File: config.mk
export PLATFORM = sky130hd
export DESIGN_NAME = mm_result_wb_writer
export DESIGN_NICKNAME = d
export VERILOG_FILES = /design/src/rtl/mm_result_wb_writer.sv
export SDC_FILE = /design/constraint.sdc
export NUM_CORES = 1
export LEC_CHECK = 0
export ABC_AREA = 1
export BUFFER_PORTS_ARGS = -buffer_cell sky130_fd_sc_hd__buf_2
export CAP_MARGIN = 20
export CORE_ASPECT_RATIO = 0.9
export CORE_MARGIN = 1.5
export CORE_UTILIZATION = 50
export CTS_CLUSTER_SIZE = 40
export DETAILED_ROUTE_END_ITERATION = 10
export GPL_ROUTABILITY_DRIVEN = 0
export PLACE_DENSITY = 0.78
export SLEW_MARGIN = 20
export SYNTH_ARGS = -nofsm -noshare
export SYNTH_HDL_FRONTEND = slang
export SYNTH_SLANG_ARGS = --single-unit
File: constraint.sdc
create_clock -name axis_clk -period 7.2 [get_ports axis_clk]
set_clock_uncertainty 0.15 [all_clocks]
set_input_delay 0.36 -clock axis_clk [delete_from_list [all_inputs] [get_ports axis_clk]]
set_output_delay 0.36 -clock axis_clk [all_outputs]
set_load 0.005 [all_outputs]
File: src/rtl/mm_result_wb_writer.sv
// Drains the matmul result stream into a small FIFO and writes each word to memory
// over Wishbone classic. Optional ack timeout: define MMWR_ACK_TIMEOUT_EN.
module mm_result_wb_writer #(
    parameter int FIFO_DEPTH = 4,
    parameter int LEN_W      = 6,
    parameter int ACK_TMO    = 255
) (
    input  logic             axis_clk,
    input  logic             axis_rst_n,
    input  logic             cfg_start,
    input  logic [31:0]      cfg_base,
    input  logic [LEN_W-1:0] cfg_len,
    input  logic             s_tvalid,
    input  logic [31:0]      s_tdata,
    input  logic             s_tlast,
    output logic             s_tready,
    output logic             wbm_cyc_o,
    output logic             wbm_stb_o,
    output logic             wbm_we_o,
    output logic [3:0]       wbm_sel_o,
    output logic [31:0]      wbm_adr_o,
    output logic [31:0]      wbm_dat_o,
    input  logic             wbm_ack_i,
    output logic             busy,
    output logic             done,
    output logic             err_len,
    output logic             err_tmo,
    output logic             irq
);
    localparam int AW = $clog2(FIFO_DEPTH);
    localparam logic [AW:0] DEPTH = (AW+1)'(FIFO_DEPTH);

    typedef enum logic [1:0] {IDLE, RUN, FIN} state_t;
    state_t state;

    logic [31:0]      mem [FIFO_DEPTH];
    logic [AW:0]      wptr, rptr, fifo_count;
    logic [31:0]      base;
    logic [LEN_W-1:0] len, rx_cnt, wr_cnt;
    logic             push, pop;

    assign fifo_count = wptr - rptr;
    assign s_tready   = (state == RUN) && (fifo_count < DEPTH) && (rx_cnt < len);
    assign push       = s_tvalid && s_tready;
    // ack only counts while our own cycle is open
    assign pop        = wbm_cyc_o && wbm_ack_i;
    assign busy       = (state != IDLE);

`ifdef MMWR_ACK_TIMEOUT_EN
    localparam int TW = $clog2(ACK_TMO + 1);
    logic [TW-1:0] tmo_cnt;
`else
    assign err_tmo = 1'b0;
    logic unused_ok;
    assign unused_ok = ^{ACK_TMO[0]};
`endif

    always_ff @(posedge axis_clk) begin
        if (push) mem[wptr[AW-1:0]] <= s_tdata;
    end

    always_ff @(posedge axis_clk or negedge axis_rst_n) begin
        if (!axis_rst_n) begin
            state     <= IDLE;
            wptr      <= '0;
            rptr      <= '0;
            base      <= '0;
            len       <= '0;
            rx_cnt    <= '0;
            wr_cnt    <= '0;
            wbm_cyc_o <= 1'b0;
            wbm_stb_o <= 1'b0;
            wbm_we_o  <= 1'b0;
            wbm_sel_o <= 4'h0;
            wbm_adr_o <= '0;
            wbm_dat_o <= '0;
            done      <= 1'b0;
            err_len   <= 1'b0;
            irq       <= 1'b0;
`ifdef MMWR_ACK_TIMEOUT_EN
            err_tmo   <= 1'b0;
            tmo_cnt   <= '0;
`endif
        end else begin
            irq <= 1'b0;
            if (push) begin
                wptr   <= wptr + 1'b1;
                rx_cnt <= rx_cnt + 1'b1;
                if (s_tlast != (rx_cnt == len - LEN_W'(1))) err_len <= 1'b1;
            end
            if (pop) begin
                rptr      <= rptr + 1'b1;
                wr_cnt    <= wr_cnt + 1'b1;
                wbm_cyc_o <= 1'b0;
                wbm_stb_o <= 1'b0;
                wbm_we_o  <= 1'b0;
                wbm_sel_o <= 4'h0;
            end
            case (state)
                IDLE: if (cfg_start) begin
                    base    <= {cfg_base[31:2], 2'b00};
                    len     <= cfg_len;
                    done    <= 1'b0;
                    err_len <= 1'b0;
`ifdef MMWR_ACK_TIMEOUT_EN
                    err_tmo <= 1'b0;
`endif
                    rx_cnt  <= '0;
                    wr_cnt  <= '0;
                    wptr    <= '0;
                    rptr    <= '0;
                    state   <= (cfg_len == '0) ? FIN : RUN;
                end
                RUN: begin
                    if (wr_cnt == len) begin
                        state <= FIN;
                    end else if (!wbm_cyc_o && fifo_count != '0) begin
                        // a gap cycle always follows an ack, since cyc was cleared on it
                        wbm_cyc_o <= 1'b1;
                        wbm_stb_o <= 1'b1;
                        wbm_we_o  <= 1'b1;
                        wbm_sel_o <= 4'hF;
                        wbm_adr_o <= base + {{(30-LEN_W){1'b0}}, wr_cnt, 2'b00};
                        wbm_dat_o <= mem[rptr[AW-1:0]];
`ifdef MMWR_ACK_TIMEOUT_EN
                        tmo_cnt   <= '0;
`endif
                    end
                end
                FIN: begin
                    irq   <= 1'b1;
                    done  <= 1'b1;
                    state <= IDLE;
                end
                default: state <= IDLE;
            endcase
`ifdef MMWR_ACK_TIMEOUT_EN
            if (wbm_stb_o && !wbm_ack_i) begin
                if (tmo_cnt == TW'(ACK_TMO - 1)) begin
                    wbm_cyc_o <= 1'b0;
                    wbm_stb_o <= 1'b0;
                    wbm_we_o  <= 1'b0;
                    wbm_sel_o <= 4'h0;
                    err_tmo   <= 1'b1;
                    wptr      <= '0;
                    rptr      <= '0;
                    state     <= FIN;
                end else begin
                    tmo_cnt <= tmo_cnt + 1'b1;
                end
            end
`endif
        end
    end
endmodule

# After elaboration in Yosys (flattened, before gate mapping)
# Memories as Yosys holds them, arrays and structs flattened. A register that Yosys moved wholly into a read port is not among the register bits.
# Cells that the tools add are included.
[classes] n_addsub=7 n_mux=41 eq_ne=7 order_cmp=2 reduce_logical=16 bitwise=1
[op_table] op="two-way mux 6 bit" count=6
[op_table] op="adder 32 x 8 -> 32 bit" count=1
[op_table] op="two-way mux 1 bit" count=20
[op_table] op="two-way mux 3 bit" count=6
[op_table] op="two-way mux 4 bit" count=4
[op_table] op="adder 6 x 1 -> 6 bit, second input constant" count=2
[op_table] op="== test 6 bit" count=2
[op_table] op="adder 3 x 1 -> 3 bit, second input constant" count=2
[op_table] op="zero test 6 bit" count=1
[op_table] op="< comparator 6 bit" count=1
[op_table] op="two-way mux 2 bit" count=3
[op_table] op="AND reduction 2 bit" count=3
[op_table] op="subtractor 6 x 1 -> 6 bit, second input constant" count=1
[op_table] op="logical AND 1 bit" count=5
[op_table] op="one-hot mux 2 bit (2 select lines)" count=1
[op_table] op="nonzero test 2 bit" count=2
[op_table] op="< comparator 3 bit, second input constant" count=1
[op_table] op="AND reduction 3 bit" count=1
[op_table] op="nonzero test 3 bit" count=1
[op_table] op="subtractor 3 bit" count=1
[op_table] op="== test 2 x 1 -> 1 bit, second input constant" count=1
[op_table] op="== test 2 bit, second input constant" count=1
[op_table] op="zero test 1 bit" count=2
[op_table] op="zero test 2 bit" count=1
[op_table] op="other kinds (5)" count=5
[word_totals] reg_bits=98 word_cells=90 mem_bits_rw=128 mem_count=1 in_bits=76
[memory_table] name="mem" words=4 word_bits=32 rd=1 rd_ports_with_merged_regs=1 wr=1 line="36" text="logic [31:0] mem [FIFO_DEPTH];"

# Logic depth before layout (Yosys ltp)
[depth] depth_word=8 depth_mapped=13 depth_no_buf=13

# Worst setup path after synthesis
# OpenSTA, ideal clock, no wires.
[synth_path] path_type="register -> register" start="reg rptr[1]" end="mem mem[0][0], enable pin" t_arrival_ns=3.205 required_time_ns=6.629 period_less_slack_ns=3.776 path_slack_ns=3.424 path_stages_with_launch=9 path_cell_list="dfrtp_1 > inv_1 > clkbuf_1 > ha_1 > a21oi_1 > xor2_1 > nand3_1 > buf_2 > nor2_1"
[synth_between] elab_chain_cells=7
[synth_rtl] item="start, declared" line="37" text="logic [AW:0] wptr, rptr, fifo_count;"
[synth_rtl] item="start signal, assigned" line="92" text="rptr <= rptr + 1'b1;"
[synth_rtl] item="subtractor 3 bit" line="42" text="assign fifo_count = wptr - rptr;"
[synth_rtl] item="< comparator 3 bit" line="43" text="assign s_tready = (state == RUN) && (fifo_count < DEPTH) && (rx_cnt < len);"
[synth_rtl] item="logical AND 1 bit (2 in series)" line="43"
[synth_rtl] item="logical AND 1 bit" line="44" text="assign push = s_tvalid && s_tready;"
[synth_rtl] item="two-way mux 1 bit" line="59" text="if (push) mem[wptr[AW-1:0]] <= s_tdata;"
[synth_rtl] item="two-way mux 1 bit (not written as such)" line="59"
[synth_rtl] item="end, declared" line="36"
# Every way passes these cells.

# Worst setup path after layout
[layout_path] start="reg rptr[1]" end="mem mem[1][6], enable pin"
# The elaborated chain is that of the path after synthesis.

==> impl_metrics.yaml <==
clocking:
  clk_path_buf_depth: 3
  clk-insertion-delay-late_ns: 0.54
  cts_root_buf: "clkbuf_16"
  cts_setup_buffers: 0
  cts-htree-levels: 1
  tritoncts: "yes"
  cts_inserted_buffers: 26
  clkTransAtPathRegs_ns: 0.06
  cts.sinks: 256
timing:
  finalSetupTns_ns: 0
  rsz0062_at_grt: "false"
  finalMaxSlewViolations: 0
  max_freq_mhz: 227.1
  period_minus_slack_ns: 4.404
  tightest_slew_ns: 1.091
  slew_headroom_pct: 27.11
  hold_violations: 0
  setup_viol: 0
  finalCritPeriodShare_pct: 61.17
setup_path:
  cp_max_fo: 34
  cp_slowest_cell: "nor2_4"
  crit_family: "simple AND/OR/NAND/NOR gates"
  required_ns: 7.20
  crit_type: "flop to flop"
  crit_chain: "inv_1 -> ha_1 -> a21oi_1 -> xor2_1 -> nand3_1 -> nor2_4"
  critPathLaunchType: "flop"
  worst-path-buf-inv: 1
  critical_path_arrival_ns: 4.41
  worstSetupEndpointType: "flop"
  crit_path_max_incr_delay_ns: 1.09
drt:
  postRouteWirelength_mm: 25.78
  via_per_inst: 5.233
  drc: 0
  wl_per_cell_um: 15.74
  first_pass_iters: 5
  vias: 8571
  drt_iter0_markers: 518
  postRouteAntennaNets: 0
yosys:
  synth_top_family_by_area: "simple AND/OR/NAND/NOR gates"
  synth-seq-cells: 256
  synth_area_um2: 11210
  synth-xor-area-share_pct: 1.719
  yosys.area_share.simple_pct: 18.75
  synth_mux_area_share_pct: 0
  synth_area_per_cell_um2: 9.980
  synth_seq_area_share_pct: 62.88
  yosys_warnings: 0
  synth_compound_area_share_pct: 8.786
  ys_types: 39
  synth_adder_area_share_pct: 2.635
  syn_inst: 1123
grt:
  grt_pass1_wl_mm: 42.23
  grt_use_total_pct: 22.35
  grt_max_degree: 75
  grt_pass1_vias: 8429
  grt_antenna_before_repair: 1
  grt-ovfl-total: 0
placed_design:
  post_dp_cell_area_um2: 12100
  hpwlAfterDp_mm: 15.62
  dp_cells: 1519
  portBuffers: 147
power_and_ir_drop:
  p_switching_mw: 2.073
  power_density_nw_per_um2: 404.7
  p_leak_nw: 6.158
  vdd_drop_max_mv: 0.3079
  swShare_pct: 37.25
  p_seq_share_pct: 40.0
  internal_power_mw: 3.491
  p_clk_share_pct: 25.6
  combPwrFrac_pct: 34.4
final_layout:
  multi_input_area_um2: 3622
  nets: 1426
  fin_cells: 1638
  fillers: 1716
  final_common_cell: "nand2_1"
  drive_gt1_share_pct: 17.16
  utilization_pct: 63.00
  seq_area_um2: 7049
  layout_common_cells: "307 x nand2_1, 146 x buf_2, 128 x edfxtp_1, 126 x dfrtp_1, 118 x nor2_1"
  syn_to_final_growth_pct: 22.68
  fin_area_um2: 13750
floorplan:
  die-area_um2: 23320
  die_w_um: 160.8
  io_pins: 153
  start_util_pct: 51.35
  die_h_um: 145.0
  rows: 51
  coreArea_um2: 21820
run_status:
  status: "finished clean"
hold_path:
  hold_path.class: "input pin to flop"
job:
  drv_cap: 0
-- worst paths after layout --
check                      cells after the start            to  slack, ns          from
max                                            6     mem[1][6]       2.80       rptr[1]
min                                            5       err_len       0.03       s_tlast
max reg2reg                                    6     mem[1][6]       2.80       rptr[1]
min reg2reg                                    2  wbm_dat_o[6]       0.32  wbm_dat_o[6]
max in group asynchronous                      3       rptr[0]       5.33    axis_rst_n
min in group asynchronous                      2      base[10]       0.20    axis_rst_n
-- cells in the mapped netlist --
library cell | number | share of area (%)
nand2_1 | 307 | 10
dfrtp_1 | 128 | 29
edfxtp_1 | 128 | 34
nor2_1 | 123 | 4.1
o21ai_0 | 108 | 4.8
inv_1 | 76 | 2.5
nand3_1 | 39 | 1.7
o22ai_1 | 32 | 1.8
clkbuf_1 | 26 | 0.87
ha_1 | 22 | 2.5
a21oi_1 | 21 | 0.94
nor3_1 | 13 | 0.58
xor2_1 | 13 | 1.0
nand2_2 | 12 | 0.67
nand4_1 | 11 | 0.61
o21ai_2 | 10 | 0.78
xnor2_1 | 9 | 0.70
buf_2 | 7 | 0.31
buf_4 | 7 | 0.47
buf_6 | 6 | 0.60
nand3b_1 | 3 | 0.20
o21ai_1 | 3 | 0.13
nor4_1 | 2 | 0.11
or2_2 | 2 | 0.11
a21o_1 | 1 | 0.067
a22oi_1 | 1 | 0.067
a31oi_1 | 1 | 0.056
buf_12 | 1 | 0.18
buf_8 | 1 | 0.13
conb_1 | 1 | 0.033
fa_1 | 1 | 0.18
inv_2 | 1 | 0.033
inv_4 | 1 | 0.056
nor2_4 | 1 | 0.10
nor3_2 | 1 | 0.089
nor3b_1 | 1 | 0.067
o211ai_1 | 1 | 0.067
o21bai_1 | 1 | 0.067
or2_0 | 1 | 0.056
-- logic make-up (layout without fill, tap and decap cells) --
group,count (synthesis),after routing
DFF,256,256
AOI/OAI and AO/OA,179,179
buffers and inverters,126,347
other,1,4
adders and majority gates,23,23
xor gates and xnor gates,22,22
and+or+nand+nor,516,516
-- registers in the layout (all words and copies together), names as in the netlist --
name and count:
base 30, len 6, wbm_dat_o 32, mem 128, wptr 3, state 2
wbm_stb_o 1, wbm_we_o 1, wr_cnt 6, err_len 1, irq 1, wbm_cyc_o 1
wbm_sel_o 4, done 1, rx_cnt 6, rptr 3, wbm_adr_o 30
-- final cells by class --
cell class,count,share of cell area [%]
timing repair buffer,222,10.82
antenna,1,0.01820
clock buffer,35,5.342
multi-input combinational,743,26.35
inverter,78,2.148
sequential,256,51.27
tap,291,2.648
clock inverter,12,1.402
-- power by group through the flow --
stage	registers (mW)	clock network [mW]	logic, mW
finish	2.22	1.42	1.92
global route	2.28	1.50	2.19
CTS	2.22	1.44	1.92
detailed placement	2.24	0	1.88
global placement	2.23	0	1.81
floorplan	2.19	0	1.35
-- metal layers --
| metal | up-vias | track usage, % | wire length (um) |
|---|---|---|---|
| li1 | 4151 | - | - |
| met1 | 4107 | 30.31 | 11330 |
| met2 | 267 | 37.66 | 12410 |
| met3 | 46 | 3.145 | 1427 |
| met4 | 0 | 6.389 | 614 |
| met5 | - | 0 | 0 |
-- repair_timing --
item                                   in CTS  in global routing
resized for setup                           0                  0
endpoints found under the hold margin     220                  0
hold buffers                               70                  0
-- tightest hold or removal path, delay by kind of cell --
family / cells / cell delay [ns]
AO/OA/AOI/OAI: 1 / 0.05
AND/OR/NAND/NOR: 2 / 0.10
buffers and inverters: 2 / 0.15
-- metrics by stage --
stage	hold slack, ns	total power, mW	worst slack, ns
3_5_place_dp	0.2052	4.122	1.908
6_report	0.02783	5.564	2.796
2_1_floorplan	-0.08559	3.546	3.424
4_1_cts	0.02198	5.578	1.895
5_1_grt	0.07212	5.967	2.507
3_3_place_gp	0.2066	4.042	1.941
Power figures use the tool's default switching activity.
